==> config.mk <==
export PLATFORM = sky130hd
export DESIGN_NAME = uart_rx_ctrl
export DESIGN_NICKNAME = d
export VERILOG_FILES = /design/src/rtl/uart_pkg.sv /design/src/rtl/uart_fifo.sv /design/src/rtl/uart_rx_ctrl.sv
export SDC_FILE = /design/constraint.sdc
export NUM_CORES = 1
export LEC_CHECK = 0
export BUFFER_PORTS_ARGS = -buffer_cell sky130_fd_sc_hd__buf_2
export CAP_MARGIN = 20
export CORE_MARGIN = 8
export CORE_UTILIZATION = 60
export CTS_BUF_LIST = sky130_fd_sc_hd__clkbuf_4 sky130_fd_sc_hd__clkbuf_8
export CTS_CLUSTER_DIAMETER = 30
export DETAILED_ROUTE_END_ITERATION = 8
export GPL_TIMING_DRIVEN = 0
export HOLD_SLACK_MARGIN = 0.12
export PLACE_DENSITY = 0.78
export SYNTH_ARGS = -nofsm -noshare
export SYNTH_HDL_FRONTEND = slang
export SYNTH_SLANG_ARGS = --single-unit
==> constraint.sdc <==
create_clock -name clk -period 5.37 [get_ports clk]
set_input_delay 0.537 -clock clk [delete_from_list [all_inputs] [get_ports clk]]
set_output_delay 0.537 -clock clk [all_outputs]
set_load 0.1 [all_outputs]
==> src/rtl/uart_pkg.sv <==
// Shared types and constants for the oversampling UART receiver.
// Holds the receiver state encoding, the parity mode codes and the oversample ratio.
package uart_pkg;

  localparam int OVS = 16;

  localparam logic [1:0] PAR_NONE = 2'd0;
  localparam logic [1:0] PAR_EVEN = 2'd1;
  localparam logic [1:0] PAR_ODD  = 2'd2;

  typedef enum logic [2:0] {
    ST_IDLE,
    ST_START,
    ST_DATA,
    ST_PARITY,
    ST_STOP,
    ST_BREAK
  } rx_state_e;

  // Mode 3 is reserved and behaves like PAR_NONE.
  function automatic logic has_parity(input logic [1:0] mode);
    return (mode == PAR_EVEN) || (mode == PAR_ODD);
  endfunction

endpackage

==> src/rtl/uart_fifo.sv <==
// First-word-fall-through receive FIFO: the head word is visible on r_data while not empty.
// A push into a full FIFO only succeeds when a pop frees a slot in the same cycle.
module uart_fifo #(
  parameter int DW = 8,
  parameter int AW = 4
) (
  input  logic          clk,
  input  logic          reset,
  input  logic          push,
  input  logic          pop,
  input  logic [DW-1:0] w_data,
  output logic [DW-1:0] r_data,
  output logic          empty,
  output logic          full
);

  logic [DW-1:0] mem_q [2**AW];
  logic [AW:0]   wr_ptr_q, wr_ptr_d;
  logic [AW:0]   rd_ptr_q, rd_ptr_d;
  logic          do_push, do_pop;

  // The extra pointer MSB distinguishes full from empty when the addresses match.
  always_comb begin
    empty    = (wr_ptr_q == rd_ptr_q);
    full     = (wr_ptr_q[AW] != rd_ptr_q[AW]) &&
               (wr_ptr_q[AW-1:0] == rd_ptr_q[AW-1:0]);
    do_pop   = pop && !empty;
    do_push  = push && (!full || do_pop);
    wr_ptr_d = wr_ptr_q + {{AW{1'b0}}, do_push};
    rd_ptr_d = rd_ptr_q + {{AW{1'b0}}, do_pop};
    r_data   = empty ? '0 : mem_q[rd_ptr_q[AW-1:0]];
  end

  always_ff @(posedge clk or negedge reset) begin
    if (!reset) begin
      wr_ptr_q <= '0;
      rd_ptr_q <= '0;
    end else begin
      wr_ptr_q <= wr_ptr_d;
      rd_ptr_q <= rd_ptr_d;
    end
  end

  always_ff @(posedge clk) begin
    if (do_push) begin
      mem_q[wr_ptr_q[AW-1:0]] <= w_data;
    end
  end

endmodule

==> src/rtl/uart_rx_ctrl.sv <==
// UART receiver with 16x oversampling, optional parity, configurable stop length,
// an FWFT receive FIFO and sticky parity/frame/overrun error flags.
module uart_rx_ctrl
  import uart_pkg::*;
#(
  parameter int DBIT    = 8,
  parameter int SB_TICK = 16,
  parameter int FIFO_AW = 4,
  parameter int DVSR_W  = 16
) (
  input  logic              clk,
  input  logic              reset,
  input  logic [DVSR_W-1:0] dvsr,
  input  logic [1:0]        parity_mode,
  input  logic              rx,
  input  logic              rd_uart,
  input  logic              err_clr,
  output logic [DBIT-1:0]   r_data,
  output logic              rx_empty,
  output logic              rx_full,
  output logic              busy,
  output logic              parity_err,
  output logic              frame_err,
  output logic              overrun_err
);

  localparam logic [3:0] S_MID       = 4'(OVS / 2 - 1);
  localparam logic [3:0] S_LAST      = 4'(OVS - 1);
  localparam logic [3:0] N_LAST      = 4'(DBIT - 1);
  localparam logic [5:0] STOP_SAMPLE = 6'(OVS - 1);
  localparam logic [5:0] STOP_LAST   = 6'(SB_TICK - 1);

  rx_state_e         state_q, state_d;
  logic [1:0]        rx_sync_q, rx_sync_d;
  logic              rx_s;
  logic [DVSR_W-1:0] dvsr_l_q, dvsr_l_d;
  logic [DVSR_W-1:0] tick_cnt_q, tick_cnt_d;
  logic              tick;
  logic [1:0]        par_l_q, par_l_d;
  logic [3:0]        s_q, s_d;
  logic [3:0]        n_q, n_d;
  logic [5:0]        stop_cnt_q, stop_cnt_d;
  logic [DBIT-1:0]   shift_q, shift_d;
  logic              par_pend_q, par_pend_d;
  logic              par_bad;
  logic              push_word, par_set, frame_set, overrun_set;
  logic              parity_err_q, parity_err_d;
  logic              frame_err_q, frame_err_d;
  logic              overrun_err_q, overrun_err_d;

  // Synchroniser and free-running tick generator; the counter wraps if the divisor shrinks.
  always_comb begin
    rx_sync_d  = {rx_sync_q[0], rx};
    rx_s       = rx_sync_q[1];
    tick       = (tick_cnt_q == dvsr_l_q);
    tick_cnt_d = (tick_cnt_q >= dvsr_l_q) ? '0 : tick_cnt_q + DVSR_W'(1);
    par_bad    = (^shift_q) ^ rx_s ^ (par_l_q == PAR_ODD);
  end

  always_comb begin
    state_d    = state_q;
    s_d        = s_q;
    n_d        = n_q;
    stop_cnt_d = stop_cnt_q;
    shift_d    = shift_q;
    par_pend_d = par_pend_q;
    dvsr_l_d   = dvsr_l_q;
    par_l_d    = par_l_q;
    push_word  = 1'b0;
    par_set    = 1'b0;
    frame_set  = 1'b0;
    case (state_q)
      ST_IDLE: begin
        if (!rx_s) begin
          state_d    = ST_START;
          s_d        = '0;
          dvsr_l_d   = dvsr;
          par_l_d    = parity_mode;
          par_pend_d = 1'b0;
        end
      end
      ST_START: begin
        if (tick) begin
          if (s_q == S_MID) begin
            s_d     = '0;
            n_d     = '0;
            state_d = rx_s ? ST_IDLE : ST_DATA;
          end else begin
            s_d = s_q + 4'd1;
          end
        end
      end
      ST_DATA: begin
        if (tick) begin
          if (s_q == S_LAST) begin
            s_d        = '0;
            stop_cnt_d = '0;
            shift_d    = {rx_s, shift_q[DBIT-1:1]};
            if (n_q == N_LAST) begin
              state_d = has_parity(par_l_q) ? ST_PARITY : ST_STOP;
            end else begin
              n_d = n_q + 4'd1;
            end
          end else begin
            s_d = s_q + 4'd1;
          end
        end
      end
      ST_PARITY: begin
        if (tick) begin
          if (s_q == S_LAST) begin
            s_d        = '0;
            stop_cnt_d = '0;
            par_pend_d = par_bad;
            state_d    = ST_STOP;
          end else begin
            s_d = s_q + 4'd1;
          end
        end
      end
      // Sample once mid stop bit, then run out the rest of a long stop before re-arming.
      ST_STOP: begin
        if (tick) begin
          if (stop_cnt_q == STOP_SAMPLE) begin
            if (rx_s) begin
              push_word  = 1'b1;
              par_set    = par_pend_q;
              stop_cnt_d = stop_cnt_q + 6'd1;
              if (STOP_LAST <= STOP_SAMPLE) begin
                state_d = ST_IDLE;
              end
            end else begin
              frame_set = 1'b1;
              state_d   = ST_BREAK;
            end
          end else if (stop_cnt_q >= STOP_LAST) begin
            state_d = ST_IDLE;
          end else begin
            stop_cnt_d = stop_cnt_q + 6'd1;
          end
        end
      end
      ST_BREAK: begin
        if (rx_s) begin
          state_d = ST_IDLE;
        end
      end
      default: state_d = ST_IDLE;
    endcase
  end

  // An err_clr coinciding with a new error leaves the flag set.
  always_comb begin
    overrun_set   = push_word && rx_full && !rd_uart;
    parity_err_d  = (parity_err_q  && !err_clr) || par_set;
    frame_err_d   = (frame_err_q   && !err_clr) || frame_set;
    overrun_err_d = (overrun_err_q && !err_clr) || overrun_set;
  end

  always_ff @(posedge clk or negedge reset) begin
    if (!reset) begin
      state_q       <= ST_IDLE;
      rx_sync_q     <= 2'b11;
      dvsr_l_q      <= '0;
      tick_cnt_q    <= '0;
      par_l_q       <= PAR_NONE;
      s_q           <= '0;
      n_q           <= '0;
      stop_cnt_q    <= '0;
      shift_q       <= '0;
      par_pend_q    <= 1'b0;
      parity_err_q  <= 1'b0;
      frame_err_q   <= 1'b0;
      overrun_err_q <= 1'b0;
    end else begin
      state_q       <= state_d;
      rx_sync_q     <= rx_sync_d;
      dvsr_l_q      <= dvsr_l_d;
      tick_cnt_q    <= tick_cnt_d;
      par_l_q       <= par_l_d;
      s_q           <= s_d;
      n_q           <= n_d;
      stop_cnt_q    <= stop_cnt_d;
      shift_q       <= shift_d;
      par_pend_q    <= par_pend_d;
      parity_err_q  <= parity_err_d;
      frame_err_q   <= frame_err_d;
      overrun_err_q <= overrun_err_d;
    end
  end

  uart_fifo #(
    .DW(DBIT),
    .AW(FIFO_AW)
  ) u_fifo (
    .clk   (clk),
    .reset (reset),
    .push  (push_word),
    .pop   (rd_uart),
    .w_data(shift_q),
    .r_data(r_data),
    .empty (rx_empty),
    .full  (rx_full)
  );

  assign busy        = (state_q != ST_IDLE);
  assign parity_err  = parity_err_q;
  assign frame_err   = frame_err_q;
  assign overrun_err = overrun_err_q;

endmodule

==> metrics.txt <==
core area=15000 sq um; synthesis-stage register bit count=203; Net Sw Power=1.34 mW; relative max-transition margin=42.2%; starting density of the core=60.3%; gr ovfl total=0; Flop pwr share=41.1%; CTS buffer count=39; minimum clock period=3.64 ns; EDFF count, synth=128; H-tree Lvls=2; Reg area=5720 sq um; Final Util=69.2%; final hold violation count=0; first-pass GRT wire length=30300 microns; top_reg_cell synth=edfxtp_1; IO Pins=37; Fin Hold WS=0.231 ns; CTS max path bufs=3; drt initial violations=431; DR pass1 iterations=7; Clock Skews=0.0204 ns; worst-path fanout max=7; Root Buffer=clkbuf_8; die area=19200 sq um; fraction of layout cells with a size suffix above 1=23.0%; Synth Area in Adders=3.46%; Setup Total Neg Slack=0 ns; power density over cell area=411 nW/um^2; Site Rows=45; final worst-path cycle share=67.9%; area fraction in compound gates after synthesis=6.24%; worst-skew pair later-pin latency=0.52 ns; xor and xnor area share after synthesis=3.30%; Sw Ratio=31.5%; clock sinks=203; clk slew on worst S/H paths=0.05 ns; critical path class=flip-flop to flip-flop; VDD IR-drop max=354 uV; Mapped Cells=638; largest net degree at the start of global routing=76; vias in the first global route=5868; status=finished clean; register area share after synthesis=63.3%; antenna violations before repair=0; # DRC=0; CTS resizes=0; Via Count=5601; multiplexer share of the synthesized area=10.6%; leakage power=4.41 nW; max-cap violations=0; Worst setup SP type=flip-flop; port bufs=36; Post-Syn Area=9040 sq um; Critical Path AT=3.86 ns; area of the multi-input gates=3060 sq um; Post-DP HPWL=12500 microns; synth unique cells=60; Hold WC Path Type=primary input to flip-flop; commonest non-fill, non-tap cell in the layout=edfxtp_1; WL final=18700 microns; chip height=139 microns; GRT Total Usage=19.8%; fin. max-slew vios=0; RSZ-0062 raised after global routing=false; commonest non-fill, non-tap cells in the layout=edfxtp_1, dfrtp_1, clkbuf_8; Critical Path End Type=flip-flop; ANT nets after route=0; final setup fails=0; largest family of logic cells by synthesized area=multiplexers; Die W=139 microns; CTS Hold Bufs=2; drt via density=5.96; fillers=1018; Register-to-Register Path Depth=8; area grow syn2layout=14.7%; Post-CTS Setup Bufs=0; Comb pwr share=21.4%; actual slew at the worst max-slew pin=0.864 ns; drt wl/cell=19.9 microns; Int Power=2.92 mW; post-synthesis simple-gate area fraction=10.3%; RePlAce Congestion=0.858; Worst EP required=5.59 ns; antenna cells=0; dpl ws=1.78 ns; PnR worst setup slack=1.73 ns; net count after synthesis=686; CTS tree=yes; clock power share=37.4%; Avg Cell Area, Syn=14.2 sq um; Hold Path Stages=3; NumNets Final=770; FMAX=274 MHz; Syn. warnings=0; Synth async-reset ratio=36.9%
[synth_stat cells, types with 2 or more instances]
cell	n	share of area, %
edfxtp_1	128	43
dfrtp_1	73	20
nand2_1	45	1.9
nor2_1	35	1.5
mux4_2	32	8.0
inv_1	31	1.3
o21ai_0	31	1.7
ha_1	25	3.5
clkbuf_1	21	0.87
nand3_1	18	1.0
a211oi_1	17	1.4
xnor2_1	17	1.6
xor2_1	17	1.6
nor2b_1	13	0.90
mux2_2	12	1.5
mux2i_1	10	1.1
nand4_1	10	0.69
nor3_1	10	0.55
nor4_1	8	0.55
buf_2	6	0.33
nand2b_1	6	0.42
a21o_1	5	0.42
a21oi_1	5	0.28
and3_1	5	0.35
nand3b_1	4	0.33
a31oi_1	3	0.21
and2_1	3	0.21
nand4b_1	3	0.29
o22ai_1	3	0.21
o31ai_1	3	0.25
buf_1	2	0.083
dfstp_2	2	0.58
nand4_2	2	0.28
nor3b_1	2	0.17
nor4_2	2	0.28
o2bb2ai_1	2	0.19
o41ai_1	2	0.19
or2_2	2	0.14
or4_4	2	0.25
[per-layer routing]
layer | part of all wire (%) | wire length [microns] | up-vias | track usage [%]
li1 | - | - | 2581 | -
met5 | 0 | 0 | - | 0
met3 | 5.1 | 959 | 35 | 4.03
met1 | 43 | 8070 | 2820 | 25.1
met4 | 2.0 | 377 | 0 | 6.87
met2 | 50 | 9310 | 165 | 33.4
[logic make-up (layout without fill, tap and decap cells)]
family	after synthesis	count (layout)
AO/OA/AOI/OAI	84	84
XOR/XNOR	34	34
adder cells (fa/ha/maj)	25	25
buffers and inverters	62	176
flip-flops	203	203
multiplexers	54	54
AND/OR/NAND/NOR	176	176
[critical path: stages (launching register included)]
cell and delay (ns):
dfrtp_1 0.44, ha_1 0.34, nand4_2 0.22, nor4_2 0.54, and3_1 0.24, clkbuf_1 0.31
nand4b_1 0.28, nor3_1 0.68, buf_2 0.29
[sequential cells by signal, indices dropped and copies added (netlist names)]
name             cells
u_fifo.mem_q       128
par_l_q              2
rx_sync_q            2
u_fifo.rd_ptr_q      5
stop_cnt_q           6
overrun_err          1
state_q              3
tick_cnt_q          16
shift_q              8
frame_err            1
s_q                  4
u_fifo.wr_ptr_q      5
n_q                  4
parity_err           1
dvsr_l_q            16
par_pend_q           1
[final timing paths]
path	to	from	slack (ns)
max	u_fifo.mem_q[4][2]	tick_cnt_q[10]	1.73
min	dvsr_l_q[12]	dvsr[12]	0.23
max reg2reg	u_fifo.mem_q[4][2]	tick_cnt_q[10]	1.73
min reg2reg	rx_sync_q[1]	rx_sync_q[0]	0.36
max in group asynchronous	rx_sync_q[0]	reset	4.47
min in group asynchronous	dvsr_l_q[9]	reset	0.57
[cell type report]
type	count	share of cell area (%)
plain buffers	31	1.30
clock buffers	54	6.75
clock inverters	17	1.39
inverters	31	1.12
multi-input cells	373	29.5
flip-flops and latches	203	55.2
well taps	188	2.27
repair buffers	43	2.44
[power groups by stage]
stage	logic [mW]	registers [mW]	clock network (mW)
after floorplan	0.723	1.76	0
after global placement	0.887	1.77	0
after detailed placement	0.915	1.78	0
after CTS	0.919	1.75	1.62
after global routing	0.973	1.76	1.69
final	0.912	1.75	1.59
[stage by stage]
| stage | power, mW | instance area (sq um) | std cells |
|---|---|---|---|
| after CTS | 4.29 | 10400 | 940 |
| final | 4.26 | 10400 | 940 |
| after global routing | 4.42 | 10400 | 940 |
| after floorplan | 2.49 | 9040 | 638 |
| after global placement | 2.66 | 9450 | 862 |
| after detailed placement | 2.69 | 9500 | 867 |
Note: power is estimated with default switching activity, not from simulation.
